### src/rtl/dlx_fetch_pkg.sv
// Shared types and constants for the DLX instruction-fetch path.
package dlx_fetch_pkg;

  localparam int unsigned INST_W = 32;

  typedef enum logic {
    FETCH,
    HALTED
  } fetch_state_e;

  localparam logic [INST_W-1:0] NOP = 32'h0;

  // Entry layout at the default 32-bit PC; the FIFO stores {pc, inst} packed the same way.
  typedef struct packed {
    logic [31:0]       pc;
    logic [INST_W-1:0] inst;
  } fifo_entry_t;

endpackage

### src/rtl/fetch_fifo.sv
// Synchronous DEPTH-entry prefetch FIFO with a registered head word.
module fetch_fifo #(
  parameter  int unsigned W     = 64,
  parameter  int unsigned DEPTH = 2,
  localparam int unsigned PTR_W = $clog2(DEPTH),
  localparam int unsigned CNT_W = PTR_W + 1
) (
  input  logic             clk_i,
  input  logic             reset_i,
  input  logic             push,
  input  logic             pop,
  input  logic             flush,
  input  logic [W-1:0]     din,
  output logic [W-1:0]     head,
  output logic             full,
  output logic             empty,
  output logic [CNT_W-1:0] count
);

  logic [W-1:0]     mem [DEPTH];
  logic [PTR_W-1:0] rd_ptr;
  logic [PTR_W-1:0] wr_ptr;
  logic [PTR_W-1:0] rd_next;
  logic [CNT_W-1:0] cnt_next;
  logic [W-1:0]     head_next;

  assign full  = (count == CNT_W'(DEPTH));
  assign empty = (count == '0);

  // The head is registered from next-cycle state, so an entry written this
  // cycle that lands at the new read slot is forwarded straight from din.
  always_comb begin
    rd_next   = pop ? rd_ptr + PTR_W'(1) : rd_ptr;
    cnt_next  = count;
    if (push && !pop) begin
      cnt_next = count + CNT_W'(1);
    end else if (pop && !push) begin
      cnt_next = count - CNT_W'(1);
    end
    head_next = (push && (wr_ptr == rd_next)) ? din : mem[rd_next];
  end

  always_ff @(posedge clk_i or posedge reset_i) begin
    if (reset_i) begin
      rd_ptr <= '0;
      wr_ptr <= '0;
      count  <= '0;
      head   <= '0;
    end else if (flush) begin
      rd_ptr <= '0;
      wr_ptr <= '0;
      count  <= '0;
    end else begin
      rd_ptr <= rd_next;
      if (push) begin
        wr_ptr <= wr_ptr + PTR_W'(1);
      end
      count <= cnt_next;
      if (cnt_next != '0) begin
        head <= head_next;
      end
    end
  end

  always_ff @(posedge clk_i) begin
    if (push && !flush) begin
      mem[wr_ptr] <= din;
    end
  end

endmodule

### src/rtl/inst_fetch_unit.sv
// DLX instruction-fetch initiator: fetch PC, ROM addressing, prefetch FIFO, redirects.
// Optional build macro FETCH_HALT_EN stops fetching after END_PC.
module inst_fetch_unit
  import dlx_fetch_pkg::*;
#(
  parameter int unsigned ADDR_W   = 32,
  parameter int unsigned DEPTH    = 2,
  parameter int unsigned RESET_PC = 0,
  parameter int unsigned END_PC   = 31
) (
  input  logic              clk_i,
  input  logic              reset_i,
  output logic [ADDR_W-1:0] rom_addr_o,
  input  logic [31:0]       rom_data_i,
  output logic [31:0]       inst_o,
  output logic [ADDR_W-1:0] pc_o,
  output logic              inst_valid_o,
  input  logic              inst_ready_i,
  input  logic              redirect_i,
  input  logic [ADDR_W-1:0] redirect_pc_i,
  output logic              halted_o
);

  localparam int unsigned CNT_W = $clog2(DEPTH) + 1;
  localparam int unsigned ENT_W = ADDR_W + INST_W;

  fetch_state_e      state_q;
  fetch_state_e      state_d;
  logic [ADDR_W-1:0] fetch_pc_q;
  logic [ADDR_W-1:0] fetch_pc_d;

  logic              push;
  logic              pop;
  logic              fifo_full;
  logic              fifo_empty;
  logic [CNT_W-1:0]  fifo_count;
  logic [ENT_W-1:0]  fifo_head;

  assign rom_addr_o   = fetch_pc_q;
  assign inst_valid_o = (fifo_count != '0);
  assign pop          = inst_valid_o & inst_ready_i;
  assign push         = (state_q == FETCH) & ~redirect_i & (~fifo_full | pop);
  assign {pc_o, inst_o} = fifo_head;

  // HALTED is never entered without FETCH_HALT_EN, so this reduces to 0 there.
  assign halted_o = (state_q == HALTED) & fifo_empty;

  always_ff @(posedge clk_i or posedge reset_i) begin
    if (reset_i) begin
      state_q    <= FETCH;
      fetch_pc_q <= ADDR_W'(RESET_PC);
    end else begin
      state_q    <= state_d;
      fetch_pc_q <= fetch_pc_d;
    end
  end

  always_comb begin
    state_d    = state_q;
    fetch_pc_d = fetch_pc_q;
    if (redirect_i) begin
      state_d    = FETCH;
      fetch_pc_d = redirect_pc_i;
    end else if (push) begin
      fetch_pc_d = fetch_pc_q + ADDR_W'(1);
`ifdef FETCH_HALT_EN
      if (32'(fetch_pc_q) == END_PC) begin
        state_d = HALTED;
      end
`endif
    end
  end

  fetch_fifo #(
    .W     (ENT_W),
    .DEPTH (DEPTH)
  ) u_fifo (
    .clk_i   (clk_i),
    .reset_i (reset_i),
    .push    (push),
    .pop     (pop),
    .flush   (redirect_i),
    .din     ({fetch_pc_q, rom_data_i}),
    .head    (fifo_head),
    .full    (fifo_full),
    .empty   (fifo_empty),
    .count   (fifo_count)
  );

endmodule
### config.mk
export PLATFORM = sky130hd
export DESIGN_NAME = inst_fetch_unit
export DESIGN_NICKNAME = d
export VERILOG_FILES = /design/src/rtl/dlx_fetch_pkg.sv /design/src/rtl/fetch_fifo.sv /design/src/rtl/inst_fetch_unit.sv
export SDC_FILE = /design/constraint.sdc
export NUM_CORES = 1
export LEC_CHECK = 0
export ABC_CLOCK_PERIOD_IN_PS = 7200
export CAP_MARGIN = 20
export CORE_MARGIN = 4
export CORE_UTILIZATION = 53
export DETAILED_ROUTE_END_ITERATION = 8
export HOLD_SLACK_MARGIN = 0.08
export PLACE_DENSITY_LB_ADDON = 0.08
export SLEW_MARGIN = 20
export SYNTH_ARGS = -nofsm -noshare
export SYNTH_HDL_FRONTEND = slang
export SYNTH_SLANG_ARGS = --single-unit
### constraint.sdc
create_clock -name clk_i -period 7.2 [get_ports clk_i]
set_input_delay 2.16 -clock clk_i [delete_from_list [all_inputs] [get_ports clk_i]]
set_output_delay 2.16 -clock clk_i [all_outputs]
set_load 0.01 [all_outputs]
## Word-level counts from Yosys, hierarchy flattened

Memories as Yosys holds them, arrays and structs flattened. A register that Yosys moved wholly into a read port is not among the register bits.
Index checks and enable logic that the tools add are counted.

| storage, ports and cells | value |
|---|---|
| output and inout bits | 98 |
| bits in writable memories | 128 |
| memories | 1 |
| logic and storage cells | 37 |
| flip-flop bits (word level) | 36 |
| input port bits | 68 |

| cells by class | value |
|---|---|
| multiplexer cells | 11 |
| reductions and logical operators | 10 |
| equality and inequality tests | 1 |
| bitwise logic cells | 5 |
| add/sub/neg operators | 5 |

Memories:

| memory | words | bits a word | rd ports | clocked after Yosys merged registers in | write ports | RTL line | text |
|---|---|---|---|---|---|---|---|
| u_fifo.mem | 2 | 64 | 1 | 1 | 1 | fetch_fifo.sv:20 | `logic [W-1:0] mem [DEPTH];` |

Operator list:

| operator | count |
|---|---|
| $mux W32 | 2 |
| $add A32 B1 Y32 const B | 1 |
| $mux W1 | 6 |
| $mux W2 | 3 |
| $reduce_bool A2 Y1 | 3 |
| $logic_and A1 B1 Y1 | 3 |
| $logic_not A1 Y1 | 3 |
| $add A1 B1 Y1 const B | 2 |
| $add A2 B1 Y2 const B | 1 |
| $and A1 B1 Y1 | 2 |
| $eq A2 B2 Y1 const B | 1 |
| $not A1 Y1 | 2 |
| $reduce_and A2 Y1 | 1 |
| $sub A2 B1 Y2 const B | 1 |
| $or A1 B1 Y1 | 1 |

## Longest topological paths before layout

| depth | value |
|---|---|
| depth after elaboration | 10 |
| depth in mapped cells | 10 |

## Modules after synthesis

Synthesis repeated with hierarchy kept, for this count alone.

| unflattened totals | value |
|---|---|
| cell total of the unflattened synthesis | 686 |
| area, all modules | 10,502.6 um^2 |

By module, submodules not included:

| module | area an instance (um^2) | times used | cells an instance |
|---|---|---|---|
| fetch_fifo | 8,391.8 | 1 | 435 |
| inst_fetch_unit | 2,110.8 | 1 | 251 |

## Worst setup path after synthesis

OpenSTA, ideal clock, no wires.

| timing path | value |
|---|---|
| path kind | input port to flip-flop |
| start point | input port inst_ready_i |
| end point | memory u_fifo.mem[0][0] (enable) |
| arrival time | 7.138 ns |
| path buffers | 1 |
| cell stages on the path | 3 |
| library setup time | 0.582 ns |
| setup slack | -0.519 ns |
| cell sequence | nand2b_1 > buf_2 > a211oi_1 |

| on the way | value |
|---|---|
| cells in the longest elaborated chain, start to end | 6 |

RTL lines:

| item | RTL line | text |
|---|---|---|
| start: declaration | inst_fetch_unit.sv:18 | `input logic inst_ready_i,` |
| $and A1 B1 Y1 | inst_fetch_unit.sv:41 | `assign pop = inst_valid_o & inst_ready_i;` |
| $or A1 B1 Y1 | inst_fetch_unit.sv:42 | `assign push = (state_q == FETCH) & ~redirect_i & (~fifo_full \| pop);` |
| $and A1 B1 Y1 | inst_fetch_unit.sv:42 |  |
| $logic_and A1 B1 Y1 | fetch_fifo.sv:66 | `if (push && !flush) begin` |
| $mux W1 | fetch_fifo.sv:66 |  |
| $mux W1 (implied by the code) | fetch_fifo.sv:67 | `mem[wr_ptr] <= din;` |
| end: declaration | fetch_fifo.sv:20 |  |

Every way passes these cells.

## Worst setup path after layout

| timing path | value |
|---|---|
| start point | input port inst_ready_i |
| end point | register u_fifo.head[60], read port of u_fifo.mem |

| on the way | value |
|---|---|
| cells in the longest elaborated chain, start to end | 9 |

RTL lines:

| item | RTL line | text |
|---|---|---|
| $and A1 B1 Y1 * | inst_fetch_unit.sv:41 |  |
| $or A1 B1 Y1 | inst_fetch_unit.sv:42 |  |
| $and A1 B1 Y1 | inst_fetch_unit.sv:42 |  |
| $logic_not A1 Y1 | fetch_fifo.sv:37 | `end else if (pop && !push) begin` |
| $logic_and A1 B1 Y1 | fetch_fifo.sv:37 |  |
| $mux W2 | fetch_fifo.sv:37 |  |
| $mux W2 | fetch_fifo.sv:35 | `if (push && !pop) begin` |
| $reduce_bool A2 Y1 | fetch_fifo.sv:59 | `if (cnt_next != '0) begin` |
| $reduce_and A2 Y1 (no source line) | - |  |
| end: declaration | fetch_fifo.sv:14 | `output logic [W-1:0] head,` |

Mark *: on every way between the ends. The rest lies on a longest branch, timed or not.
A chain may end at the register's enable or synchronous reset.

==> parameters.txt <==
Parameter                              Value

Finish
  Antenna diode instance count    0
  Area added between synthesis and finish    25.4%
  Footprint of the multi-input gates    2920 um2
  Post-layout net count    999
  Number of filler cells placed in the layout    1,352
  Summed area of non-filler cells in the final layout    12,200 um2
  FF/Latch Area    6350 um2
  Layout cells sized above 1    5.41%

Worst setup path
  Buf+Inv Stages, Crit Path    2
  Top Family by Delay on Critical Path    buffers and inverters
  Max incr delay on CP    0.61 ns
  Crit path launch type    input pin
  Maximum net fanout on the critical path    120
  Crit end category    flop
  Startpoint-to-endpoint class of the critical path    input pin to flop
  Critical path's slowest cell    sky130_fd_sc_hd__buf_6
  Worst path cell trace    clkdlybuf4s50_1 > nor2b_1 > nor3_1 > a221oi_4 > buf_6 > mux2_2
  Arr. time, crit path    4.65 ns
  CP Data Required Time    7.58 ns

Yosys
  Area fraction of the dominant cell type after synthesis    39.5%
  Count of distinct cell types in the synthesized netlist    37
  Yosys top cell by area    sky130_fd_sc_hd__edfxtp_1
  Mean instance size in the synthesized netlist    12.6 um2
  Syn Std Cell Area    9740 um2
  Leading post-synthesis cells by cell area    sky130_fd_sc_hd__edfxtp_1, sky130_fd_sc_hd__dfrtp_1, sky130_fd_sc_hd__mux2i_1, sky130_fd_sc_hd__o21ai_0, sky130_fd_sc_hd__and2_1
  Most repeated cell in the gate-level netlist after synthesis    sky130_fd_sc_hd__edfxtp_1
  Register bit total from synthesis    228
  Top FF cell, synth    sky130_fd_sc_hd__edfxtp_1
  Ys Warns    0
  Post-Syn Instances    776
  Net Count, Synth    847
  Top cell types by occurrence after synthesis    sky130_fd_sc_hd__edfxtp_1, sky130_fd_sc_hd__dfrtp_1, sky130_fd_sc_hd__o21ai_0
  Post-synthesis sequential area ratio    65.1%
  Async set-reset flop share out of synthesis    43.9%
  Number of synthesized flops with an enable pin    128

Clock tree
  Setup fix buffers added after clock tree synthesis    0
  Total number of H-tree levels    1
  CTS sink cnt    228
  CTS tree    done
  CTS hold repair buffers    0
  Clk slew on worst S/H paths    0.06 ns
  Clock root buffer    sky130_fd_sc_hd__clkbuf_16
  Clock latency on the worst-skew pair    0.50 ns
  Post-CTS resize count    0
  Number of buffers added by the clock tree synthesis step    23
  Number of buffers between clock root and the deepest sink    3

Pwr
  Net switching power    1.64 mW
  Clock Power Share    21.2%
  Final Power    4.96 mW
  Seq pwr share    39.8%
  Leakage Power    4.91 nW
  Pwr dens    406 nW/um2
  Largest voltage drop on the vdd net    314 uV
  Power share of the combinational group    39.0%
  Internal power of the cells    3.32 mW
  Switching part of the total power    33.1%

Global route
  Global-route wire length before repair    33,600 um
  Pin count of the biggest net entering global routing    121
  Number of antenna violations at the first check in global routing    0
  Gr usage total    20.4%
  Vias in the first global route    6,532
  Overflow left after global routing    0

Timing
  Setup Total Neg Slack    0 ns
  Final cycle utilization of the critical path    59.3%
  Final count of hold timing violations    0
  Fmax    234 MHz
  Post-route worst hold slack    0.497 ns
  Setup slack of the critical path after layout    2.93 ns
  Fin. max-slew vios    0
  Final setup viols    0
  Unrepaired setup endpoints after global routing    no
  Tightest slew margin relative to the limit    37.4%
  Worst clock skew on the final layout    0.0169 ns
  Worst-Margin Slew    0.937 ns
  Minimum period implied by the final worst setup slack    4.27 ns

Floorplanning
  Chip Height    144 um
  Standard-cell rows    49
  Area of the placeable core    18,000 um2
  Die Outline Area    20,600 um2
  Die extent in x    144 um
  Initial Util    54.1%
  Top Ports    166

Detailed routing
  Vias per Instance    5.51
  Total iterations of the first detailed-routing run    5
  Antenna-violating nets left    0
  Total via count after detailed routing    6,454
  Post-route DRC    0
  Routed wirelength normalized by instance count    18.3 um
  WL final    21,400 um
  Starting DRC count in detailed routing    421

Place
  Count of buffers from port buffering    164
  Setup Slack @ Placement    2.20 ns
  Cell area reported after detailed placement    11,600 um2
  HPWL after detailed placement    13,100 um
  Routability-driven placement congestion ratio    0.783

Worst hold path
  Worst hold path type    flop to flop

Job
  Max capacitance violation total    0

Run status
  Outcome    completed
## worst paths after layout
check / cells after the start / slack, ns / from / end
max reg2reg: 7 / 4.23 / u_fifo.count[0]$_DFF_PP0_ / u_fifo.head[60]$_DFFE_PP0P_
max in group asynchronous: 3 / 3.92 / reset_i / u_fifo.head[50]$_DFFE_PP0P_
min in group asynchronous: 2 / 2.19 / reset_i / u_fifo.head[17]$_DFFE_PP0P_
min: 0 / 0.50 / rom_addr_o[27]$_DFFE_PP0P_ / u_fifo.mem[0][59]$_DFFE_PP_
max: 6 / 2.93 / inst_ready_i / u_fifo.head[60]$_DFFE_PP0P_
min reg2reg: 0 / 0.50 / rom_addr_o[27]$_DFFE_PP0P_ / u_fifo.mem[0][59]$_DFFE_PP_
## power groups by stage
stage	Sequential (mW)	Clock, mW	Combinational, mW
floorplan	2.05	0	1.15
global placement	1.99	0	1.88
detailed placement	2.00	0	1.94
CTS	1.98	1.07	1.96
global route	2.01	1.13	2.12
finish	1.97	1.05	1.93
## registers in the layout, summed over array words and instances, names as in the netlist
name / flops
u_fifo.mem: 128
u_fifo.rd_ptr: 1
u_fifo.head: 64
rom_addr_o: 32
u_fifo.wr_ptr: 1
u_fifo.count: 2
## through the flow
stage	cells	utilization, %
floorplan	776	-
global placement	1130	64.0
detailed placement	1132	64.2
CTS	1172	67.7
global route	1172	67.8
finish	1172	67.8
## cells by family (layout without fill, tap and decap cells)
logic type               after synthesis  after routing  share of synthesized area [%]
AND/OR/NAND/NOR                      161            161                           9.09
other                                  1              1                         0.0385
XOR/XNOR                              35             35                           3.15
buffers and inverters                115            282                           5.18
flip-flops                           228            228                           65.1
multiplexers                          74             74                           7.68
adder cells (fa/ha/maj)                3              3                          0.385
AO/OA/AOI/OAI                        159            159                           9.35
## layer usage
metal	routed length, um	vias to the layer above	GRT usage (%)
li1	-	3060	-
met1	9300	3160	27.8
met2	10500	198	34.7
met3	1190	36	3.33
met4	373	0	5.30
met5	0	-	0
## cell usage in the layout (no fill, tap or decap), types with 2 or more instances in the layout
cell and count:
sky130_fd_sc_hd__xnor2_1 13, sky130_fd_sc_hd__clkinv_1 3, sky130_fd_sc_hd__o21ai_1 4, sky130_fd_sc_hd__dfrtp_1 100, sky130_fd_sc_hd__nand4_1 17, sky130_fd_sc_hd__nand3_1 17, sky130_fd_sc_hd__clkbuf_1 10, sky130_fd_sc_hd__mux2_2 6
sky130_fd_sc_hd__edfxtp_1 128, sky130_fd_sc_hd__clkbuf_16 23, sky130_fd_sc_hd__and2_1 64, sky130_fd_sc_hd__o22ai_1 62, sky130_fd_sc_hd__ha_1 3, sky130_fd_sc_hd__inv_1 69, sky130_fd_sc_hd__buf_12 3, sky130_fd_sc_hd__a21oi_1 2
sky130_fd_sc_hd__nor3_1 6, sky130_fd_sc_hd__clkdlybuf4s50_1 163, sky130_fd_sc_hd__nor2_1 9, sky130_fd_sc_hd__clkinv_2 3, sky130_fd_sc_hd__buf_4 2, sky130_fd_sc_hd__nand2_1 36, sky130_fd_sc_hd__o21ai_0 86, sky130_fd_sc_hd__buf_6 3
sky130_fd_sc_hd__xor2_1 21, sky130_fd_sc_hd__mux2i_1 68, sky130_fd_sc_hd__and3_1 5
## layout make-up
cell class	instances	area share (%)
flip-flops and latches	228	52.0
inverters	70	2.17
clock inverters	7	0.287
clock buffers	33	5.02
multi-input cells	433	23.9
well taps	229	2.35
repair buffers	172	14.3
(Power assumes the default switching activity.)
==> RTL change 1 (same flow settings) <==
Set the parameter `ADDR_W` to 48 (it was 32).
--- a/src/rtl/inst_fetch_unit.sv
+++ b/src/rtl/inst_fetch_unit.sv
@@ -3,7 +3,7 @@
 module inst_fetch_unit
   import dlx_fetch_pkg::*;
 #(
-  parameter int unsigned ADDR_W   = 32,
+  parameter int unsigned ADDR_W   = 48,
   parameter int unsigned DEPTH    = 2,
   parameter int unsigned RESET_PC = 0,
   parameter int unsigned END_PC   = 31
Ports: changed (resized pc_o, redirect_pc_i and rom_addr_o); port bits go from 166 to 214. No check against the original RTL was run, so the function may have changed too.
==> RTL change 1 against the original RTL <==
  * Area after synthesis is 32% higher
  * Routed wire length is 35% higher
  * Sequential cell count rose by 64
  * Design area is 34% higher
  * Setup slack got worse by 0.44 ns
  * Synthesized cell count increased by 11%
  * Total power grew 34%
  * Core utilization grew 1.1 points
  * Critical path type unchanged
  * Largest cell class unchanged
  * Largest power group is now combinational logic
==> RTL change 1: results (changes against the original RTL) <==
Critical path
- **worst endpoint data arrival time** 5.13 ns, was 4.65 ns
- **Crit path max-delay family** simple AND/OR/NAND/NOR gates, was buffers and inverters
- **worst setup path endpoint** u_fifo.head[10], was u_fifo.head[60]
- **register-to-register setup slack** 3.78 ns, was 4.23 ns
- **Slowest Stage Delay on Critical Path** 0.58 ns, was 0.61 ns
- **worst reg-to-reg path cell count** 8, was 7
- **start of the worst register-to-register path** u_fifo.count[0], unchanged
- **cell with the largest stage delay on the worst path** sky130_fd_sc_hd__nand3_4, was sky130_fd_sc_hd__buf_6
- **critical path peak fanout** 43, was 120

Routing
- **routed length on met1** 12420 um, was 9302 um
- **vias post-DR** 7941, was 6454
- **met3 routed wirelength** 1615 um, was 1193 um
- **total met2 wirelength after detailed routing** 14260 um, was 10550 um
- **DRT Wirelength** 28850 um, was 21420 um
- **detailed-routing iteration count for the pre-antenna-repair pass** 6, was 5
- **DRC marker count from the first detailed-route iteration** 484, was 421

Yosys
- **average instance area after synthesis** 14.87 um2, was 12.56 um2
- **number of different library cells in the post-synthesis netlist** 56, was 37
- **post-synthesis share of cell area spent on full adders, half adders and majority gates** 0.002918, was 0.003853
- **fraction of synthesized area in multiplexers** 0.2151, was 0.07679
- **Seq/Total Area, Yosys** 0.6302, was 0.6513
- **Synth Area in Compound Gates** 0.03180, was 0.09349
- **xor and xnor fraction of the mapped netlist area** 0.02966, was 0.03146
- **number of nets in the synthesized netlist** 952, was 847
- **most area-consuming cells after synthesis** sky130_fd_sc_hd__edfxtp_1, sky130_fd_sc_hd__dfrtp_1, sky130_fd_sc_hd__mux2_2, was sky130_fd_sc_hd__edfxtp_1, sky130_fd_sc_hd__dfrtp_1, sky130_fd_sc_hd__mux2i_1
- **ys async rst share** 0.4521, was 0.4386
- **number of enable flip-flop cells after synthesis** 160, was 128

Clock tree
- **cts bufs inserted** 30, was 23
- **insertion delay of the later-clocked pin in the worst-skew pair** 0.54 ns, was 0.50 ns

GRT
- **GRT Resource Usage Total** 0.2133, was 0.2044
- **via count of the first global-routing pass** 8275, was 6532

Status
- **outcome** finished clean, unchanged

Pwr
- **standby leakage power** 6.015 nW, was 4.909 nW
- **VDD IR-drop max** 0.3404 mV, was 0.3142 mV

Finish
- **number of nets in the layout** 1165, was 999
- **post-route insts no fill** 1421, was 1172
- **fill cell count** 1748, was 1352
- **flip-flop count of the largest register, all copies and words added** 160, was 128
- **share of final-layout standard cells stronger than drive strength 1** 0.2632, was 0.05408

Timing
- **final setup skew** 0.008857 ns, was 0.01692 ns
- **worst slew pin tran** 0.9802 ns, was 0.9373 ns

Place
- **dpl ws** 1.927 ns, was 2.204 ns
- **half-perimeter wire length after detailed placement** 18580 um, was 13140 um
- **final weighted congestion in routability-driven placement** 0.7517, was 0.7833
- **PortBufs** 212, was 164

-- RTL change 1: through the flow --
step,area (um2),utilization
after floorplan,12870,-
after global placement,15350,0.6480
after detailed placement,15350,0.6480
after CTS,16310,0.6886
after global routing,16320,0.6890
final,16320,0.6890
-- RTL change 1: power breakdown --
part,internal (mW),switching [mW],total [mW]
clock,0.902,0.605,1.51
sequential,2.26,0.247,2.51
combinational,1.50,1.11,2.60
-- RTL change 1: cell families after synthesis --
family,after synthesis
simple gates,164
flops,292
xor+xnor,42
fa+ha+maj,3
compound gates,61
mux,247
buf+inv,55
other cells,1
-- RTL change 1: layout make-up --
class | count | share of cell area
sequential | 292 | 0.4969
clock buffer | 43 | 0.05091
multi-input combinational | 518 | 0.2798
inverter | 12 | 0.003067
timing repair buffer | 224 | 0.1370
tap | 319 | 0.02446
clock inverter | 13 | 0.007898
-- RTL change 1: how the worst min path moves through the flow --
stage / startpoint / slack, ns / cells after the start / endpoint
after floorplan: rom_addr_o[23] / 0.52 / 0 / u_fifo.mem[0][55]
after global placement: u_fifo.head[70] / 0.49 / 1 / u_fifo.head[70]
after detailed placement: u_fifo.head[44] / 0.49 / 1 / u_fifo.head[44]
after CTS: u_fifo.head[65] / 0.51 / 1 / u_fifo.head[65]
after global routing: u_fifo.head[44] / 0.51 / 1 / u_fifo.head[44]
final: u_fifo.head[44] / 0.50 / 1 / u_fifo.head[44]
-- RTL change 1: metal layers --
metal | track usage | vias to the layer above
met5 | 0 | -
met4 | 0.04956 | 0
met3 | 0.04115 | 37
met2 | 0.3621 | 209
met1 | 0.2876 | 4012
li1 | - | 3683
-- RTL change 1: worst reg2reg max path, delay by kind of cell, from the launching register on --
family	cells	cell delay, ns
adder cells (fa/ha/maj)	1	0.19
AND/OR/NAND/NOR	3	1.46
buffers and inverters	2	0.56
flip-flops	1	0.44
multiplexers	2	0.66
==> RTL change 2 (same flow settings) <==
Without the edit above. Make the reset (`reset_i`) synchronous in 2 clocked blocks.
--- a/src/rtl/fetch_fifo.sv
+++ b/src/rtl/fetch_fifo.sv
@@ -40,7 +40,7 @@
     head_next = (push && (wr_ptr == rd_next)) ? din : mem[rd_next];
   end
 
-  always_ff @(posedge clk_i or posedge reset_i) begin
+  always_ff @(posedge clk_i) begin
     if (reset_i) begin
       rd_ptr <= '0;
       wr_ptr <= '0;
--- a/src/rtl/inst_fetch_unit.sv
+++ b/src/rtl/inst_fetch_unit.sv
@@ -45,7 +45,7 @@
   // HALTED is never entered without FETCH_HALT_EN, so this reduces to 0 there.
   assign halted_o = (state_q == HALTED) & fifo_empty;
 
-  always_ff @(posedge clk_i or posedge reset_i) begin
+  always_ff @(posedge clk_i) begin
     if (reset_i) begin
       state_q    <= FETCH;
       fetch_pc_q <= ADDR_W'(RESET_PC);
Formal check against the unedited RTL: differs if reset_i is asserted again (counterexample within 4 cycles, from zero or initial values and one cycle with reset_i high); with reset_i held inactive, the same outputs for 4 cycles.
==> RTL change 2 against the original RTL <==
  * Design area decreased by 4.0%
  * Core utilization increased by 1.9 points
  * Sequential cell count unchanged
  * Critical path depth unchanged
  * Area after synthesis decreased by 5.5%
  * Routed wire length increased by 1.3%
  * Register-to-register slack got worse by 0.22 ns
  * Setup slack got worse by 0.51 ns
Power is not compared: it rests on default switching activity, and its combinational part moved more than twofold at a synthesized area within 25%.
==> RTL change 2: results (changes against the original RTL) <==
Yosys
- **commonest cells in the netlist** sky130_fd_sc_hd__nand2_1, sky130_fd_sc_hd__edfxtp_1, sky130_fd_sc_hd__dfxtp_1, was sky130_fd_sc_hd__edfxtp_1, sky130_fd_sc_hd__dfrtp_1, sky130_fd_sc_hd__o21ai_0
- **number of different library cells in the post-synthesis netlist** 44, was 37
- **ys async rst share** 0, was 0.4386
- **number of nets in the synthesized netlist** 953, was 847
- **most area-consuming cells after synthesis** sky130_fd_sc_hd__edfxtp_1, sky130_fd_sc_hd__dfxtp_1, sky130_fd_sc_hd__nand2_1, was sky130_fd_sc_hd__edfxtp_1, sky130_fd_sc_hd__dfrtp_1, sky130_fd_sc_hd__mux2i_1

Routing
- **post-detailed-route wirelength per cell** 17.22 um, was 18.27 um
- **DRC marker count from the first detailed-route iteration** 597, was 421
- **vias post-DR** 6959, was 6454

Place
- **half-perimeter wire length after detailed placement** 13220 um, was 13140 um
- **placed cell areas** 11010 um2, was 11560 um2
- **number of cells after detailed placement** 1219, was 1132
- **dpl ws** 1.884 ns, was 2.204 ns

Timing
- **worst slew pin tran** 1.003 ns, was 0.9373 ns
- **least setup slack across all paths after layout** 2.417 ns, was 2.929 ns

Critical path
- **critical path peak fanout** 43, was 120
- **Worst R2R End** u_fifo.mem[0][8], was u_fifo.head[60]
- **worst endpoint data arrival time** 5.20 ns, was 4.65 ns
- **worst setup path endpoint** u_fifo.head[14], was u_fifo.head[60]
- **start point of the critical path** redirect_i, was inst_ready_i
- **Slowest Stage Delay on Critical Path** 1.02 ns, was 0.61 ns
- **register-to-register setup slack** 4.01 ns, was 4.23 ns
- **start of the worst register-to-register path** u_fifo.count[0], unchanged

GRT
- **via count of the first global-routing pass** 6643, was 6532
- **largest net degree at the start of global routing** 129, was 121
- **GR Util met1** 0.3038, was 0.2780
- **wire length of the first global-routing pass** 34610 um, was 33640 um

Status
- **outcome** finished clean, unchanged

Hold path
- **Min-Delay Startpoint** u_fifo.head[22], was rom_addr_o[27]

Finish
- **share of final-layout standard cells stronger than drive strength 1** 0.05385, was 0.05408
- **post-route insts no fill** 1260, was 1172

RTL change 2: cell types whose count changed after synthesis, moves of 36 or more:
cell | before | now
sky130_fd_sc_hd__and2_1 | 64 | 1
sky130_fd_sc_hd__and3_1 | 5 | 74
sky130_fd_sc_hd__dfrtp_1 | 100 | 0
sky130_fd_sc_hd__dfxtp_1 | 0 | 100
sky130_fd_sc_hd__inv_1 | 70 | 8
sky130_fd_sc_hd__mux2i_1 | 68 | 1
sky130_fd_sc_hd__nand2_1 | 36 | 228
sky130_fd_sc_hd__o21ai_1 | 4 | 40
sky130_fd_sc_hd__o22ai_1 | 62 | 6
RTL change 2: logic make-up after synthesis:
family          count (synthesis)  synth area share
compound gates                182            0.1151
fa+ha+maj                       3          0.004077
mux                             1          0.001087
simple gates                  371            0.1848
buf+inv                        64           0.02840
other cells                     1         0.0004073
xor+xnor                       32           0.03125
flops                         228            0.6349
RTL change 2: per-layer routing:
metal | part of all wire | routed length, um
met3 | 0.077 | 1662
met5 | 0 | 0
met1 | 0.43 | 9370
met4 | 0.020 | 436
met2 | 0.47 | 10230
RTL change 2: power groups by stage:
stage / sequential [mW] / clock, mW / combinational (mW)
global route: 1.55 / 1.20 / 0.463
CTS: 1.54 / 1.14 / 0.425
global placement: 1.57 / 0 / 0.416
finish: 1.54 / 1.12 / 0.419
floorplan: 1.58 / 0 / 0.192
detailed placement: 1.57 / 0 / 0.423
RTL change 2: cell type report:
class                   count  area [um2]
clock buffers              31       635.6
inverters                   8       30.03
multi-input cells         590        3152
clock inverters            10       76.32
flip-flops and latches    228        5846
well taps                 220       275.3
fillers                  1286        5095
repair buffers            173        1709
